===== src/rtl/pll_pkg.sv =====
// Shared types and constants for the PLL phase detector.
package pll_pkg;

  typedef enum logic [1:0] {
    StIdle = 2'b00,
    StUp   = 2'b01,
    StDn   = 2'b10
  } pd_state_e;

  localparam int unsigned CntWDefault = 16;

  // Largest positive value of a signed cnt_w-bit counter.
  function automatic int unsigned sat_max(input int unsigned cnt_w);
    return (32'd1 << (cnt_w - 1)) - 32'd1;
  endfunction

  localparam int unsigned SatMaxDefault = sat_max(CntWDefault);

endpackage


===== src/rtl/edge_sync.sv =====
// Synchronizes an asynchronous clock input and emits a registered 1-cycle pulse on each rising edge.
module edge_sync #(
  parameter int unsigned SYNC_STAGES = 2
) (
  input  logic clk_i,
  input  logic rst_ni,
  input  logic d_i,
  output logic rise_o
);

  localparam int unsigned Msb = SYNC_STAGES - 1;

  logic [SYNC_STAGES-1:0] sync_q;
  logic [SYNC_STAGES-1:0] fill_q;
  logic                   prev_q;
  logic                   primed_q;
  logic                   rise_q;

  // fill_q tracks which sync stages hold real samples; primed_q means prev_q does too,
  // so a level already high at reset release never looks like an edge.
  always_ff @(posedge clk_i or negedge rst_ni) begin
    if (!rst_ni) begin
      sync_q   <= '0;
      fill_q   <= '0;
      prev_q   <= 1'b0;
      primed_q <= 1'b0;
      rise_q   <= 1'b0;
    end else begin
      sync_q   <= {sync_q[SYNC_STAGES-2:0], d_i};
      fill_q   <= {fill_q[SYNC_STAGES-2:0], 1'b1};
      prev_q   <= sync_q[Msb];
      primed_q <= fill_q[Msb];
      rise_q   <= primed_q & sync_q[Msb] & ~prev_q;
    end
  end

  assign rise_o = rise_q;

endmodule


===== src/rtl/phase_detector.sv =====
// Phase-frequency detector: UP/DOWN pump pulses, signed edge-to-edge error and lock qualifier.
module phase_detector
  import pll_pkg::*;
#(
  parameter int unsigned SYNC_STAGES = 2,
  parameter int unsigned CNT_W       = CntWDefault,
  parameter int unsigned LOCK_TOL    = 1,
  parameter int unsigned LOCK_COUNT  = 8
) (
  input  logic                    clk_i,
  input  logic                    rst_ni,
  input  logic                    ref_in_i,
  input  logic                    fb_in_i,
  output logic                    up_o,
  output logic                    down_o,
  output logic signed [CNT_W-1:0] err_o,
  output logic                    err_valid_o,
  output logic                    lock_o
);

  localparam logic [CNT_W-1:0] CntMax  = CNT_W'(sat_max(CNT_W));
  localparam logic [CNT_W-1:0] CntOne  = CNT_W'(1);
  localparam logic [CNT_W-1:0] LockTol = CNT_W'(LOCK_TOL);
  localparam int unsigned      LockW   = $clog2(LOCK_COUNT + 1);
  localparam logic [LockW-1:0] LockMax = LockW'(LOCK_COUNT);
  localparam logic [LockW-1:0] LockOne = LockW'(1);

  logic ref_rise;
  logic fb_rise;

  edge_sync #(
    .SYNC_STAGES(SYNC_STAGES)
  ) u_ref_sync (
    .clk_i (clk_i),
    .rst_ni(rst_ni),
    .d_i   (ref_in_i),
    .rise_o(ref_rise)
  );

  edge_sync #(
    .SYNC_STAGES(SYNC_STAGES)
  ) u_fb_sync (
    .clk_i (clk_i),
    .rst_ni(rst_ni),
    .d_i   (fb_in_i),
    .rise_o(fb_rise)
  );

  pd_state_e               state_q, state_d;
  logic [CNT_W-1:0]        cnt_q, cnt_d;
  logic signed [CNT_W-1:0] err_q;
  logic                    err_valid_q;
  logic                    up_q, down_q;
  logic [LockW-1:0]        lock_cnt_q, lock_cnt_d;
  logic                    lock_q, lock_d;

  logic                    close;
  logic signed [CNT_W-1:0] close_err;
  logic [CNT_W-1:0]        err_mag;

  always_comb begin
    state_d   = state_q;
    cnt_d     = cnt_q;
    close     = 1'b0;
    close_err = '0;
    unique case (state_q)
      StIdle: begin
        if (ref_rise && fb_rise) begin
          close = 1'b1;
        end else if (ref_rise) begin
          state_d = StUp;
          cnt_d   = CntOne;
        end else if (fb_rise) begin
          state_d = StDn;
          cnt_d   = CntOne;
        end
      end
      StUp: begin
        if (fb_rise) begin
          close     = 1'b1;
          close_err = $signed(cnt_q);
          // A coincident ref edge opens the next measurement straight away.
          state_d   = ref_rise ? StUp : StIdle;
          cnt_d     = CntOne;
        end else if (cnt_q != CntMax) begin
          cnt_d = cnt_q + CntOne;
        end
      end
      StDn: begin
        if (ref_rise) begin
          close     = 1'b1;
          close_err = -$signed(cnt_q);
          state_d   = fb_rise ? StDn : StIdle;
          cnt_d     = CntOne;
        end else if (cnt_q != CntMax) begin
          cnt_d = cnt_q + CntOne;
        end
      end
      default: state_d = StIdle;
    endcase
  end

  assign err_mag = close_err[CNT_W-1] ? -close_err : close_err;

  always_comb begin
    lock_cnt_d = lock_cnt_q;
    lock_d     = lock_q;
    if (close) begin
      if (err_mag <= LockTol) begin
        if (lock_cnt_q != LockMax) begin
          lock_cnt_d = lock_cnt_q + LockOne;
        end
        lock_d = (lock_cnt_d == LockMax);
      end else begin
        lock_cnt_d = '0;
        lock_d     = 1'b0;
      end
    end
  end

  always_ff @(posedge clk_i or negedge rst_ni) begin
    if (!rst_ni) begin
      state_q     <= StIdle;
      cnt_q       <= '0;
      err_q       <= '0;
      err_valid_q <= 1'b0;
      up_q        <= 1'b0;
      down_q      <= 1'b0;
      lock_cnt_q  <= '0;
      lock_q      <= 1'b0;
    end else begin
      state_q     <= state_d;
      cnt_q       <= cnt_d;
      err_valid_q <= close;
      if (close) begin
        err_q <= close_err;
      end
      up_q        <= (state_d == StUp);
      down_q      <= (state_d == StDn);
      lock_cnt_q  <= lock_cnt_d;
      lock_q      <= lock_d;
    end
  end

  assign up_o        = up_q;
  assign down_o      = down_q;
  assign err_o       = err_q;
  assign err_valid_o = err_valid_q;
  assign lock_o      = lock_q;

endmodule

===== config.mk =====
export PLATFORM = sky130hd
export DESIGN_NAME = phase_detector
export DESIGN_NICKNAME = d
export VERILOG_FILES = /design/src/rtl/pll_pkg.sv /design/src/rtl/edge_sync.sv /design/src/rtl/phase_detector.sv
export SDC_FILE = /design/constraint.sdc
export NUM_CORES = 1
export LEC_CHECK = 0
export ABC_AREA = 1
export CAP_MARGIN = 20
export CORE_MARGIN = 10
export CORE_UTILIZATION = 50
export CTS_CLUSTER_SIZE = 28
export DETAILED_ROUTE_END_ITERATION = 8
export DONT_BUFFER_PORTS = 1
export PLACE_DENSITY = 0.74
export SYNTH_ARGS = -nofsm -noshare
export SYNTH_HDL_FRONTEND = slang
export SYNTH_SLANG_ARGS = --single-unit

===== constraint.sdc =====
create_clock -name clk_i -period 6.3 [get_ports clk_i]
set_clock_uncertainty 0.15 [all_clocks]
set_input_delay 1.575 -clock clk_i [delete_from_list [all_inputs] [get_ports clk_i]]
set_output_delay 1.575 -clock clk_i [all_outputs]
set_load 0.02 [all_outputs]

==> impl_metrics.env, run 1 <==
export IMPL_combPwrFrac_pct=41.9
export IMPL_netlist_area_sq_mm=0.003613
export IMPL_grt_use_total_pct=15.40
export IMPL_cts_max_path_buffers=2
export IMPL_arrival_ns=3.40
export IMPL_die_h_microns=105.0
export IMPL_total_number_of_h_tree_levels=2
export IMPL_syn_avg_cell_area_sq_um=6.844
export IMPL_static_leakage_power_nw=1.933
export IMPL_synth_distinct_cells=42
export IMPL_layout_setup_ws_ns=2.999
export IMPL_detail_route_drc_violations=0
export IMPL_number_of_inserted_diodes=0
export IMPL_final_design_area_no_fill_sq_mm=0.003796
export IMPL_root_buffer="sky130_fd_sc_hd__clkbuf_8"
export IMPL_global_route_overflow_total=0
export IMPL_fin_tns_setup_ns=0
export IMPL_finalWeightedCongestion=0.9155
export IMPL_whs_path_depth=0
export IMPL_synth_area_leader_cell="sky130_fd_sc_hd__dfrtp_1"
export IMPL_final_period_utilization_pct=52.40
export IMPL_final_hold_viol_count=0
export IMPL_pre_cts_slack_ns=3.011
export IMPL_netSwitchingPower_w=0.0004951
export IMPL_routedWlPerCell_microns=13.50
export IMPL_dieArea_sq_mm=0.01103
export IMPL_setup_viol=0
export IMPL_dpl_instance_area_sq_mm=0.003671
export IMPL_critPathMaxFanout=21
export IMPL_rsz0062_at_grt="no"
export IMPL_regToRegStartpoint="state_q[1]$_DFF_PN0_"
export IMPL_grt_pass1_vias=3165
export IMPL_pwr_share_seq_pct=38.9
export IMPL_cts_clk_slew_worst_paths_ns=0.12
export IMPL_maxSlewViolCount=0
export IMPL_antenna_violations_before_repair=0
export IMPL_critical_path_startpoint_type="flip-flop"
export IMPL_synthesis_instances=528
export IMPL_maxcap_viol_count=0
export IMPL_synth_enable_flop_cells=0
export IMPL_post_cts_setup_buffer_count=0
export IMPL_clock_insertion_delay_worst_skew_ns=0.32
export IMPL_synth_top_cells_by_count="sky130_fd_sc_hd__nand2_1, sky130_fd_sc_hd__inv_1, sky130_fd_sc_hd__dfrtp_1"
export IMPL_power_density_normalized_to_cell_area_mw_per_mm2=288.4
export IMPL_fp_coreArea_sq_mm=0.006907
export IMPL_worst_slew_margin_relative_to_its_limit_pct=56.93
export IMPL_num_nets_final=536
export IMPL_worst_reg2reg_path_depth=19
export IMPL_setup_cp_type="reg -> reg"
export IMPL_viasPerCell=5.361
export IMPL_clock_power_share_pct=19.1
export IMPL_intPower_w=0.0005997
export IMPL_r2r_slack_ns=3.00
export IMPL_antenna_violating_nets_post_route=0
export IMPL_min_path_type="reg -> reg"
export IMPL_timing_rr_end="lock_cnt_q[1]$_DFFE_PN0P_"
export IMPL_fin_crit_ns=3.301
export IMPL_pin_count=24
export IMPL_drt_first_iter_violations=230
export IMPL_layout_drive_gt1_share_pct=9.733
export IMPL_post_cts_resized=0
export IMPL_yosys_warnings=0
export IMPL_run_status="finished clean"
export IMPL_detailedPlacementHpwl_microns=6509
export IMPL_flow_area_growth_from_synthesis_pct=5.055
export IMPL_clock_sink_count=53
export IMPL_initial_cell_density_of_the_core_pct=52.32
export IMPL_routed_via_count=3324
export IMPL_timing_worst_slew_pin_value_ns=0.6461
export IMPL_synth_yosys_seq_area_share_pct=36.70
export IMPL_cts_tree="built"
export IMPL_ys_seq_elements=53
export IMPL_dr_pass1_iters=6
export IMPL_die_width_microns=105.0
export IMPL_power_switching_share_pct=45.23
export IMPL_post_cts_hold_buffer_count=0
export IMPL_timing_critical_path_to_type="flip-flop"
export IMPL_synth_area_leaders="sky130_fd_sc_hd__dfrtp_1, sky130_fd_sc_hd__nand2_1, sky130_fd_sc_hd__nand3_1"
export IMPL_min_to="u_ref_sync.sync_q[1]$_DFF_PN0_"
export IMPL_largest_net_degree_at_the_start_of_global_routing=54
export IMPL_port_buffers=0
export IMPL_synth_async_sr_flop_share_pct=100.0
export IMPL_final_core_utilization_pct=54.96
export IMPL_synth_net_count=541
export IMPL_dominantRegCellSynth="sky130_fd_sc_hd__dfrtp_1"
export IMPL_wire_length_of_the_first_global_routing_pass_microns=14690
export IMPL_synth_top_cell_area_share_pct=36.70
export IMPL_min_delay_start="u_ref_sync.sync_q[0]$_DFF_PN0_"
export IMPL_totalWireLength_microns=8367
export IMPL_yosysMostFrequentCell="sky130_fd_sc_hd__nand2_1"
export IMPL_fmaxAchievable_ghz=0.3029
export IMPL_crit_required_ns=6.40
export IMPL_floorplan_rows=30
export IMPL_cts_buffers_inserted=5
export IMPL_ir_worst_vdd_mv=0.2297
==> metal layers <==
metal / up-vias / GRT usage [%] / wire length [microns]
met2: 86 / 26.20 / 4013
met3: 0 / 3.624 / 539
met1: 1556 / 19.50 / 3813
met4: 0 / 2.745 / 0
li1: 1682 / - / -
met5: - / 0 / 0
==> state kept, by name, summed over array words and instances, names as in the netlist <==
signal and flops:
cnt_q 16, down_o 1, err_o 16, err_valid_o 1, lock_cnt_q 4, lock_o 1
state_q 2, u_fb_sync.fill_q 2, u_fb_sync.prev_q 1, u_fb_sync.primed_q 1, u_fb_sync.rise_o 1, u_fb_sync.sync_q 2
u_ref_sync.prev_q 1, u_ref_sync.rise_o 1, u_ref_sync.sync_q 2, up_o 1
==> how the worst max path moves through the flow <==
stage / from / to / slack, ns
floorplan: state_q[0]$_DFF_PN0_ / lock_cnt_q[2]$_DFFE_PN0P_ / 3.62
CTS: state_q[1]$_DFF_PN0_ / lock_cnt_q[1]$_DFFE_PN0P_ / 2.98
global placement: state_q[0]$_DFF_PN0_ / lock_cnt_q[0]$_DFFE_PN0P_ / 3.15
finish: state_q[1]$_DFF_PN0_ / lock_cnt_q[1]$_DFFE_PN0P_ / 3.00
global route: state_q[1]$_DFF_PN0_ / lock_o$_DFFE_PN0P_ / 2.65
detailed placement: state_q[1]$_DFF_PN0_ / lock_cnt_q[1]$_DFFE_PN0P_ / 3.01
==> power by group through the flow <==
stage	clock network (W)	logic (W)	registers, W
after global placement	0	0.000439	0.000433
after global routing	0.000233	0.000520	0.000436
after CTS	0.000217	0.000451	0.000428
after detailed placement	0	0.000450	0.000434
after floorplan	0	0.000366	0.000424
final	0.000210	0.000459	0.000426
==> worst max-delay path, cell delays in order, from the launching register on <==
cell and delay, ns:
sky130_fd_sc_hd__dfrtp_1 0.41, sky130_fd_sc_hd__inv_1 0.10, sky130_fd_sc_hd__ha_1 0.71, sky130_fd_sc_hd__nand3_1 0.30, sky130_fd_sc_hd__ha_1 0.28, sky130_fd_sc_hd__inv_1 0.12
sky130_fd_sc_hd__a21oi_1 0.07, sky130_fd_sc_hd__nand2_2 0.09, sky130_fd_sc_hd__nor2_2 0.05, sky130_fd_sc_hd__nand2_2 0.10, sky130_fd_sc_hd__nor2_4 0.05, sky130_fd_sc_hd__nand2_2 0.07
sky130_fd_sc_hd__nand2_2 0.08, sky130_fd_sc_hd__nand2_1 0.08, sky130_fd_sc_hd__nand2_1 0.05, sky130_fd_sc_hd__nand2_1 0.08, sky130_fd_sc_hd__nand3_1 0.12, sky130_fd_sc_hd__nor2_4 0.18
sky130_fd_sc_hd__nand3_1 0.09, sky130_fd_sc_hd__nand2_1 0.07
==> per-stage QoR <==
stage	hold WS, ns	power [W]	std cells
after detailed placement	0.1878	0.0008835	611
final	0.1966	0.001095	620
after global placement	0.1951	0.0008721	611
after floorplan	0.1812	0.0007894	528
after global routing	0.2165	0.001189	620
after CTS	0.2115	0.001096	619
==> cell usage in the layout (no fill, tap or decap), types with 2 or more instances in the layout <==
| cell type | instances |
|---|---|
| sky130_fd_sc_hd__nand4_1 | 7 |
| sky130_fd_sc_hd__o22ai_1 | 3 |
| sky130_fd_sc_hd__nand2_2 | 12 |
| sky130_fd_sc_hd__nor2_1 | 49 |
| sky130_fd_sc_hd__nand2_1 | 171 |
| sky130_fd_sc_hd__o21ai_0 | 32 |
| sky130_fd_sc_hd__o32ai_1 | 3 |
| sky130_fd_sc_hd__nor3_2 | 2 |
| sky130_fd_sc_hd__inv_1 | 56 |
| sky130_fd_sc_hd__a21oi_1 | 9 |
| sky130_fd_sc_hd__dfrtp_1 | 53 |
| sky130_fd_sc_hd__nor2_2 | 7 |
| sky130_fd_sc_hd__nor2_4 | 5 |
| sky130_fd_sc_hd__ha_1 | 9 |
| sky130_fd_sc_hd__xor2_1 | 4 |
| sky130_fd_sc_hd__nand2_4 | 2 |
| sky130_fd_sc_hd__a221oi_1 | 2 |
| sky130_fd_sc_hd__inv_2 | 9 |
| sky130_fd_sc_hd__o21ai_1 | 4 |
| sky130_fd_sc_hd__clkbuf_8 | 5 |
| sky130_fd_sc_hd__o211ai_1 | 3 |
| sky130_fd_sc_hd__nand3b_1 | 3 |
| sky130_fd_sc_hd__nor3_1 | 5 |
| sky130_fd_sc_hd__nand3_1 | 48 |
| sky130_fd_sc_hd__o221ai_1 | 3 |
==> final cells by class <==
class | count | area, sq um
Inverter | 65 | 244.0
Sequential cell | 53 | 1326
Fill cell | 699 | 3110
Timing Repair Buffer | 1 | 27.53
Tap cell | 96 | 120.1
Clock buffer | 5 | 68.82
Clock inverter | 3 | 28.78
Multi-Input combinational cell | 397 | 1981
==> kinds of logic (layout without fill, tap and decap cells) <==
family | count (synthesis) | after routing | share of synthesized area (%)
buffers and inverters | 78 | 74 | 8.483
other | 1 | 1 | 0.1038
AOI/OAI and AO/OA | 66 | 66 | 11.01
xor gates and xnor gates | 4 | 4 | 0.9694
DFF | 53 | 53 | 36.70
adders and majority gates | 9 | 9 | 3.116
and+or+nand+nor | 317 | 317 | 39.61
(Power assumes the default switching activity.)
==> run 2: changes to the inputs <==
--- a/config.mk
+++ b/config.mk
@@ -12,7 +12,7 @@
 export CTS_CLUSTER_SIZE = 28
 export DETAILED_ROUTE_END_ITERATION = 8
 export DONT_BUFFER_PORTS = 1
-export PLACE_DENSITY = 0.74
+export PLACE_DENSITY = 0.77
 export SYNTH_ARGS = -nofsm -noshare
 export SYNTH_HDL_FRONTEND = slang
 export SYNTH_SLANG_ARGS = --single-unit
==> constraint.sdc (replaced) <==
create_clock -name clk_i -period 2.65 [get_ports clk_i]
set_clock_uncertainty 0.15 [all_clocks]
set_input_delay 0.6625 -clock clk_i [delete_from_list [all_inputs] [get_ports clk_i]]
set_output_delay 0.6625 -clock clk_i [all_outputs]
set_load 0.02 [all_outputs]
==> impl_metrics.env, run 2 (synthesized netlist as in run 1, its figures left out) <==
export IMPL_run_status="finished with violations"
export IMPL_violations="negative setup slack"
export IMPL_maxcap_viol_count=0
export IMPL_initial_cell_density_of_the_core_pct=52.32
export IMPL_critical_path_startpoint_type="flip-flop"
export IMPL_global_route_overflow_total=0
export IMPL_floorplan_rows=30
export IMPL_dpl_instance_area_sq_mm=0.003901
export IMPL_drt_first_iter_violations=223
export IMPL_dieArea_sq_mm=0.01103
export IMPL_final_design_area_no_fill_sq_mm=0.004473
export IMPL_placed_cells_incl_taps=641
export IMPL_number_of_inserted_diodes=0
export IMPL_min_path_type="in -> async"
export IMPL_timing_critical_path_to_type="flip-flop"
export IMPL_critPathMaxFanout=5
export IMPL_grt_use_total_pct=16.52
export IMPL_timing_rr_end="lock_o$_DFFE_PN0P_"
export IMPL_arrival_ns=2.86
export IMPL_wire_length_of_the_first_global_routing_pass_microns=15660
export IMPL_routed_via_count=3597
export IMPL_rsz0062_at_grt="yes"
export IMPL_setup_cp_type="reg -> reg"
export IMPL_antenna_violating_nets_post_route=0
export IMPL_antenna_violations_before_repair=0
export IMPL_detailedPlacementHpwl_microns=6955
export IMPL_port_buffers=0
export IMPL_totalWireLength_microns=9697
export IMPL_cts_max_path_buffers=2
export IMPL_largest_net_degree_at_the_start_of_global_routing=54
export IMPL_r2r_slack_ns=-0.11
export IMPL_final_hold_viol_count=0
export IMPL_layout_setup_ws_ns=-0.1089
export IMPL_num_nets_final=589
export IMPL_dr_pass1_iters=5
export IMPL_layout_drive_gt1_share_pct=26.69
export IMPL_root_buffer="sky130_fd_sc_hd__clkbuf_8"
export IMPL_power_density_normalized_to_cell_area_mw_per_mm2=703.7
export IMPL_cts_tree="built"
export IMPL_static_leakage_power_nw=2.249
export IMPL_setup_viol=5
export IMPL_detail_route_drc_violations=0
export IMPL_cts_buffers_inserted=5
export IMPL_cts_clk_slew_worst_paths_ns=0.11
export IMPL_fin_crit_ns=2.759
export IMPL_fp_coreArea_sq_mm=0.006907
export IMPL_die_width_microns=105.0
export IMPL_final_common_cell="sky130_fd_sc_hd__nand2_1"
export IMPL_clock_sink_count=53
export IMPL_ir_worst_vdd_mv=0.5917
export IMPL_total_number_of_h_tree_levels=2
export IMPL_regToRegStartpoint="state_q[1]$_DFF_PN0_"
export IMPL_flow_area_growth_from_synthesis_pct=23.79
export IMPL_final_period_utilization_pct=104.1
export IMPL_fmaxAchievable_ghz=0.3625
export IMPL_pin_count=24
export IMPL_worst_reg2reg_path_depth=20
export IMPL_maxSlewViolCount=0
export IMPL_crit_required_ns=2.75
export IMPL_finalWeightedCongestion=0.9763
export IMPL_die_h_microns=105.0
export IMPL_routedWlPerCell_microns=14.41
export IMPL_grt_pass1_vias=3364
export IMPL_final_cells=673
export IMPL_layout_cells_most_common_list="sky130_fd_sc_hd__nand2_1, sky130_fd_sc_hd__inv_1, sky130_fd_sc_hd__buf_4"
export IMPL_clock_insertion_delay_worst_skew_ns=0.31
export IMPL_viasPerCell=5.345
## run 2: cell types whose count changed in the layout (fill, tap and decap cells not counted), sizes merged
cell  before  now
buf        1   54
## run 2: report_power, final
group,internal [W],switching (W)
logic,0.000644,0.000975
registers,0.000897,0.000125
clock network,0.000199,0.000308
total,0.00174,0.00141
## run 2: area by class of cell
| type | instances | area [sq um] |
|---|---|---|
| Tap cell | 96 | 120.1 |
| Clock buffer | 5 | 68.82 |
| Timing Repair Buffer | 54 | 454.2 |
| Fill cell | 590 | 2434 |
| Clock inverter | 3 | 28.78 |
| Inverter | 65 | 251.5 |
| Multi-Input combinational cell | 397 | 2217 |
| Sequential cell | 53 | 1333 |
## run 2: repair_timing
action / CTS / global route
resized for setup: 31 / 36
setup endpoints to repair: 5 / 14
pin swaps: 16 / 27
buffers inserted: 8 / 15
hold endpoints to repair: 53 / 0
hold buffers: 1 / 0
## run 2: critical path, stage by stage, from the launching register on
cell                      delay, ns
sky130_fd_sc_hd__dfrtp_1       0.44
sky130_fd_sc_hd__inv_2         0.10
sky130_fd_sc_hd__ha_4          0.18
sky130_fd_sc_hd__nand2_4       0.11
sky130_fd_sc_hd__inv_4         0.06
sky130_fd_sc_hd__nand2_2       0.07
sky130_fd_sc_hd__nand2_2       0.06
sky130_fd_sc_hd__and2_4        0.17
sky130_fd_sc_hd__nor2_4        0.11
sky130_fd_sc_hd__nand3_2       0.10
sky130_fd_sc_hd__nor2_4        0.19
sky130_fd_sc_hd__nand2_4       0.09
sky130_fd_sc_hd__nor2_4        0.09
sky130_fd_sc_hd__nand2_1       0.05
sky130_fd_sc_hd__nand2_1       0.07
sky130_fd_sc_hd__nand2_1       0.05
sky130_fd_sc_hd__nor2_1        0.09
sky130_fd_sc_hd__nand3_1       0.11
sky130_fd_sc_hd__nor2_4        0.24
sky130_fd_sc_hd__nand3_2       0.09
sky130_fd_sc_hd__nand2_1       0.07
## run 2: routing by layer
layer	up-vias	wire length, microns	GRT usage (%)
li1	1786	-	-
met1	1698	4063	19.79
met4	0	86	3.137
met2	105	4908	29.23
met5	-	0	0
met3	8	639	4.115
## run 2: worst max-delay path by stage
stage | from | to | slack, ns
4_1_cts | state_q[0]$_DFF_PN0_ | lock_o$_DFFE_PN0P_ | -0.02
6_report | state_q[1]$_DFF_PN0_ | lock_o$_DFFE_PN0P_ | -0.11
5_1_grt | state_q[1]$_DFF_PN0_ | lock_o$_DFFE_PN0P_ | -0.28
3_3_place_gp | cnt_q[0]$_DFFE_PN0P_ | lock_o$_DFFE_PN0P_ | 0.01
2_1_floorplan | state_q[0]$_DFF_PN0_ | lock_cnt_q[2]$_DFFE_PN0P_ | 0.0007
3_5_place_dp | state_q[0]$_DFF_PN0_ | lock_o$_DFFE_PN0P_ | -0.14
## run 2: through the flow
stage                     setup TNS, ns  util (%)  total power [W]  hold slack, ns  setup WS (ns)
after floorplan                       0         -         0.001882          0.1812      0.0006970
final                           -0.4707     64.76         0.003148         0.02187        -0.1089
after global placement                0     56.49         0.002258          0.1828        0.01279
after global routing             -1.331     64.76         0.003376         0.04176        -0.2777
after CTS                      -0.04578     61.16         0.003006         0.05241       -0.02402
after detailed placement        -0.5252     56.49         0.002298          0.1957        -0.1358
==> run 3: changes to the inputs <==
--- a/config.mk
+++ b/config.mk
@@ -9,10 +9,12 @@
 export CAP_MARGIN = 20
 export CORE_MARGIN = 10
 export CORE_UTILIZATION = 50
+export CTS_BUF_LIST = sky130_fd_sc_hd__clkbuf_4
 export CTS_CLUSTER_SIZE = 28
 export DETAILED_ROUTE_END_ITERATION = 8
 export DONT_BUFFER_PORTS = 1
 export PLACE_DENSITY = 0.77
+export REMOVE_ABC_BUFFERS = 1
 export SYNTH_ARGS = -nofsm -noshare
 export SYNTH_HDL_FRONTEND = slang
 export SYNTH_SLANG_ARGS = --single-unit
==> impl_metrics.env, run 3 (synthesized netlist as in run 1, its figures left out) <==
export IMPL_run_status="finished with violations"
export IMPL_violations="negative setup slack"
export IMPL_timing_worst_slew_pin_value_ns=0.5156
export IMPL_critPathMaxFanout=5
export IMPL_final_period_utilization_pct=104.1
export IMPL_grt_use_total_pct=17.10
export IMPL_grt_pass1_vias=3431
export IMPL_routed_via_count=3659
export IMPL_ir_worst_vdd_mv=0.4373
export IMPL_floorplan_rows=30
export IMPL_crit_required_ns=2.84
export IMPL_timing_rr_end="lock_o$_DFFE_PN0P_"
export IMPL_cts_clk_slew_worst_paths_ns=0.17
export IMPL_fp_coreArea_sq_mm=0.006907
export IMPL_regArea_sq_mm=0.001334
export IMPL_dieArea_sq_mm=0.01103
export IMPL_antenna_violations_before_repair=0
export IMPL_totalWireLength_microns=9809
export IMPL_layout_setup_ws_ns=-0.1096
export IMPL_power_density_normalized_to_cell_area_mw_per_mm2=690.6
export IMPL_setup_cp_type="reg -> reg"
export IMPL_detailedPlacementHpwl_microns=7028
export IMPL_initial_cell_density_of_the_core_pct=52.32
export IMPL_finalWeightedCongestion=0.9640
export IMPL_total_number_of_h_tree_levels=2
export IMPL_drt_first_iter_violations=239
export IMPL_intPower_w=0.001668
export IMPL_die_width_microns=105.0
export IMPL_timing_critical_path_from="state_q[0]$_DFF_PN0_"
export IMPL_setup_viol=5
export IMPL_regToRegStartpoint="state_q[0]$_DFF_PN0_"
export IMPL_static_leakage_power_nw=2.228
export IMPL_timing_critical_path_cells="inv_2 > ha_4 > nand2_8 > nand2_4 > nand3_4 > ha_4 > inv_2 > a21oi_2 > nand2_2 > nor2_4 > nand2_2 > nor2_4 > nand2_2 > nand2_4 > nand2_2 > nand2_2 > nand2_1 > nor2_1 > nand2_2 > nor2_4 > nand3_2 > nand2_1"
export IMPL_detail_route_drc_violations=0
export IMPL_path_delay_family="simple AND/OR/NAND/NOR gates"
export IMPL_buffer_and_inverter_count_on_the_worst_path=2
export IMPL_dr_pass1_iters=5
export IMPL_post_layout_total_power_w=0.003072
export IMPL_pin_count=24
export IMPL_nFillCells=611
export IMPL_timing_critical_path_to_type="flip-flop"
export IMPL_cpPeakStageDelay_ns=0.46
export IMPL_power_switching_share_pct=45.70
export IMPL_netSwitchingPower_w=0.001404
export IMPL_min_path_type="in -> reg"
export IMPL_worst_setup_path_endpoint="lock_o$_DFFE_PN0P_"
export IMPL_routedWlPerCell_microns=14.64
export IMPL_maxSlewViolCount=0
export IMPL_maxcap_viol_count=0
export IMPL_cp_slowest_cell="sky130_fd_sc_hd__dfrtp_1"
export IMPL_number_of_inserted_diodes=0
export IMPL_clock_insertion_delay_worst_skew_ns=0.39
export IMPL_cts_max_path_buffers=2
export IMPL_worst_reg2reg_path_depth=22
export IMPL_flow_area_growth_from_synthesis_pct=23.10
export IMPL_pwr_share_seq_pct=33.4
export IMPL_combPwrFrac_pct=53.3
export IMPL_timing_hold_ws_ns=0.1250
export IMPL_clock_sink_count=53
export IMPL_cts_tree="built"
export IMPL_largest_net_degree_at_the_start_of_global_routing=54
export IMPL_area_occupied_by_multi_input_gates_sq_mm=0.002247
export IMPL_clock_power_share_pct=13.3
export IMPL_num_nets_final=586
export IMPL_antenna_violating_nets_post_route=0
export IMPL_final_common_cell="sky130_fd_sc_hd__nand2_1"
export IMPL_layout_cells_most_common_list="sky130_fd_sc_hd__nand2_1, sky130_fd_sc_hd__inv_1, sky130_fd_sc_hd__dfrtp_1"
export IMPL_worst_slew_margin_relative_to_its_limit_pct=65.36
export IMPL_global_route_overflow_total=0
export IMPL_fin_tns_setup_ns=-0.4708
export IMPL_fmaxAchievable_ghz=0.3624
export IMPL_die_h_microns=105.0
export IMPL_arrival_ns=2.95
export IMPL_cts_buffers_inserted=5
export IMPL_layout_drive_gt1_share_pct=26.66
export IMPL_viasPerCell=5.461
export IMPL_wire_length_of_the_first_global_routing_pass_microns=16150
export IMPL_rsz0062_at_grt="yes"
export IMPL_r2r_slack_ns=-0.11
export IMPL_root_buffer="sky130_fd_sc_hd__clkbuf_4"
export IMPL_final_hold_viol_count=0
export IMPL_critical_path_startpoint_type="flip-flop"
export IMPL_timing_critical_path_depth=22
export IMPL_crit_top_cell="sky130_fd_sc_hd__nand2_2"
export IMPL_fin_crit_ns=2.760
export IMPL_port_buffers=0
[run 3: cell types whose count changed in the layout (fill, tap and decap cells not counted), sizes merged]
cell         previous run  this run
buf                    54        49
inv                    67        69
clkinv                  1         0
dlygate4sd3             0         1
[run 3: timing repair]
action,in CTS,in global routing
cloned,0,1
endpoints found under the setup margin,5,13
resized for setup,16,64
setup buffers,6,14
hold buffers,2,0
hold endpoints to repair,53,0
pin swaps,7,29
[run 3: metrics by stage]
| stage | instance area, sq um | instances | utilization, % | setup WS, ns |
|---|---|---|---|---|
| 3_5_place_dp | 3894 | 639 | 56.38 | -0.1605 |
| 2_1_floorplan | 3551 | 515 | - | -0.1365 |
| 5_1_grt | 4448 | 670 | 64.40 | -0.3331 |
| 3_3_place_gp | 3894 | 639 | 56.38 | -0.006124 |
| 6_report | 4448 | 670 | 64.40 | -0.1096 |
| 4_1_cts | 4100 | 655 | 59.37 | -0.07737 |
[run 3: layout make-up]
cell class	count	area share (%)
clock buffers	5	0.8439
flip-flops and latches	53	29.99
inverters	65	5.767
multi-input cells	397	50.52
well taps	96	2.700
repair buffers	50	9.395
clock inverters	3	0.6470
repair inverters	1	0.1406
[run 3: worst min-delay path by stage]
stage | startpoint | to | cells after the start
3_3_place_gp | u_fb_sync.fill_q[0]$_DFF_PN0_ | u_fb_sync.fill_q[1]$_DFF_PN0_ | 0
5_1_grt | ref_in_i | u_ref_sync.sync_q[0]$_DFF_PN0_ | 0
4_1_cts | fb_in_i | u_fb_sync.sync_q[0]$_DFF_PN0_ | 0
2_1_floorplan | u_fb_sync.fill_q[0]$_DFF_PN0_ | u_fb_sync.fill_q[1]$_DFF_PN0_ | 0
6_report | ref_in_i | u_ref_sync.sync_q[0]$_DFF_PN0_ | 0
3_5_place_dp | u_ref_sync.sync_q[0]$_DFF_PN0_ | u_ref_sync.sync_q[1]$_DFF_PN0_ | 0
[run 3: power groups by stage]
stage               sequential [W]  combinational, W  clock (W)
finish                     0.00102           0.00164   0.000410
floorplan                  0.00101          0.000843          0
CTS                        0.00101           0.00143   0.000422
global placement           0.00102           0.00126          0
global route               0.00104           0.00181   0.000450
detailed placement         0.00102           0.00127          0
[run 3: per-layer routing]
| metal | track usage, % | wire length (microns) |
|---|---|---|
| met1 | 20.81 | 4063 |
| met2 | 29.18 | 4896 |
| met5 | 0 | 0 |
| met3 | 3.624 | 560 |
| met4 | 5.784 | 288 |
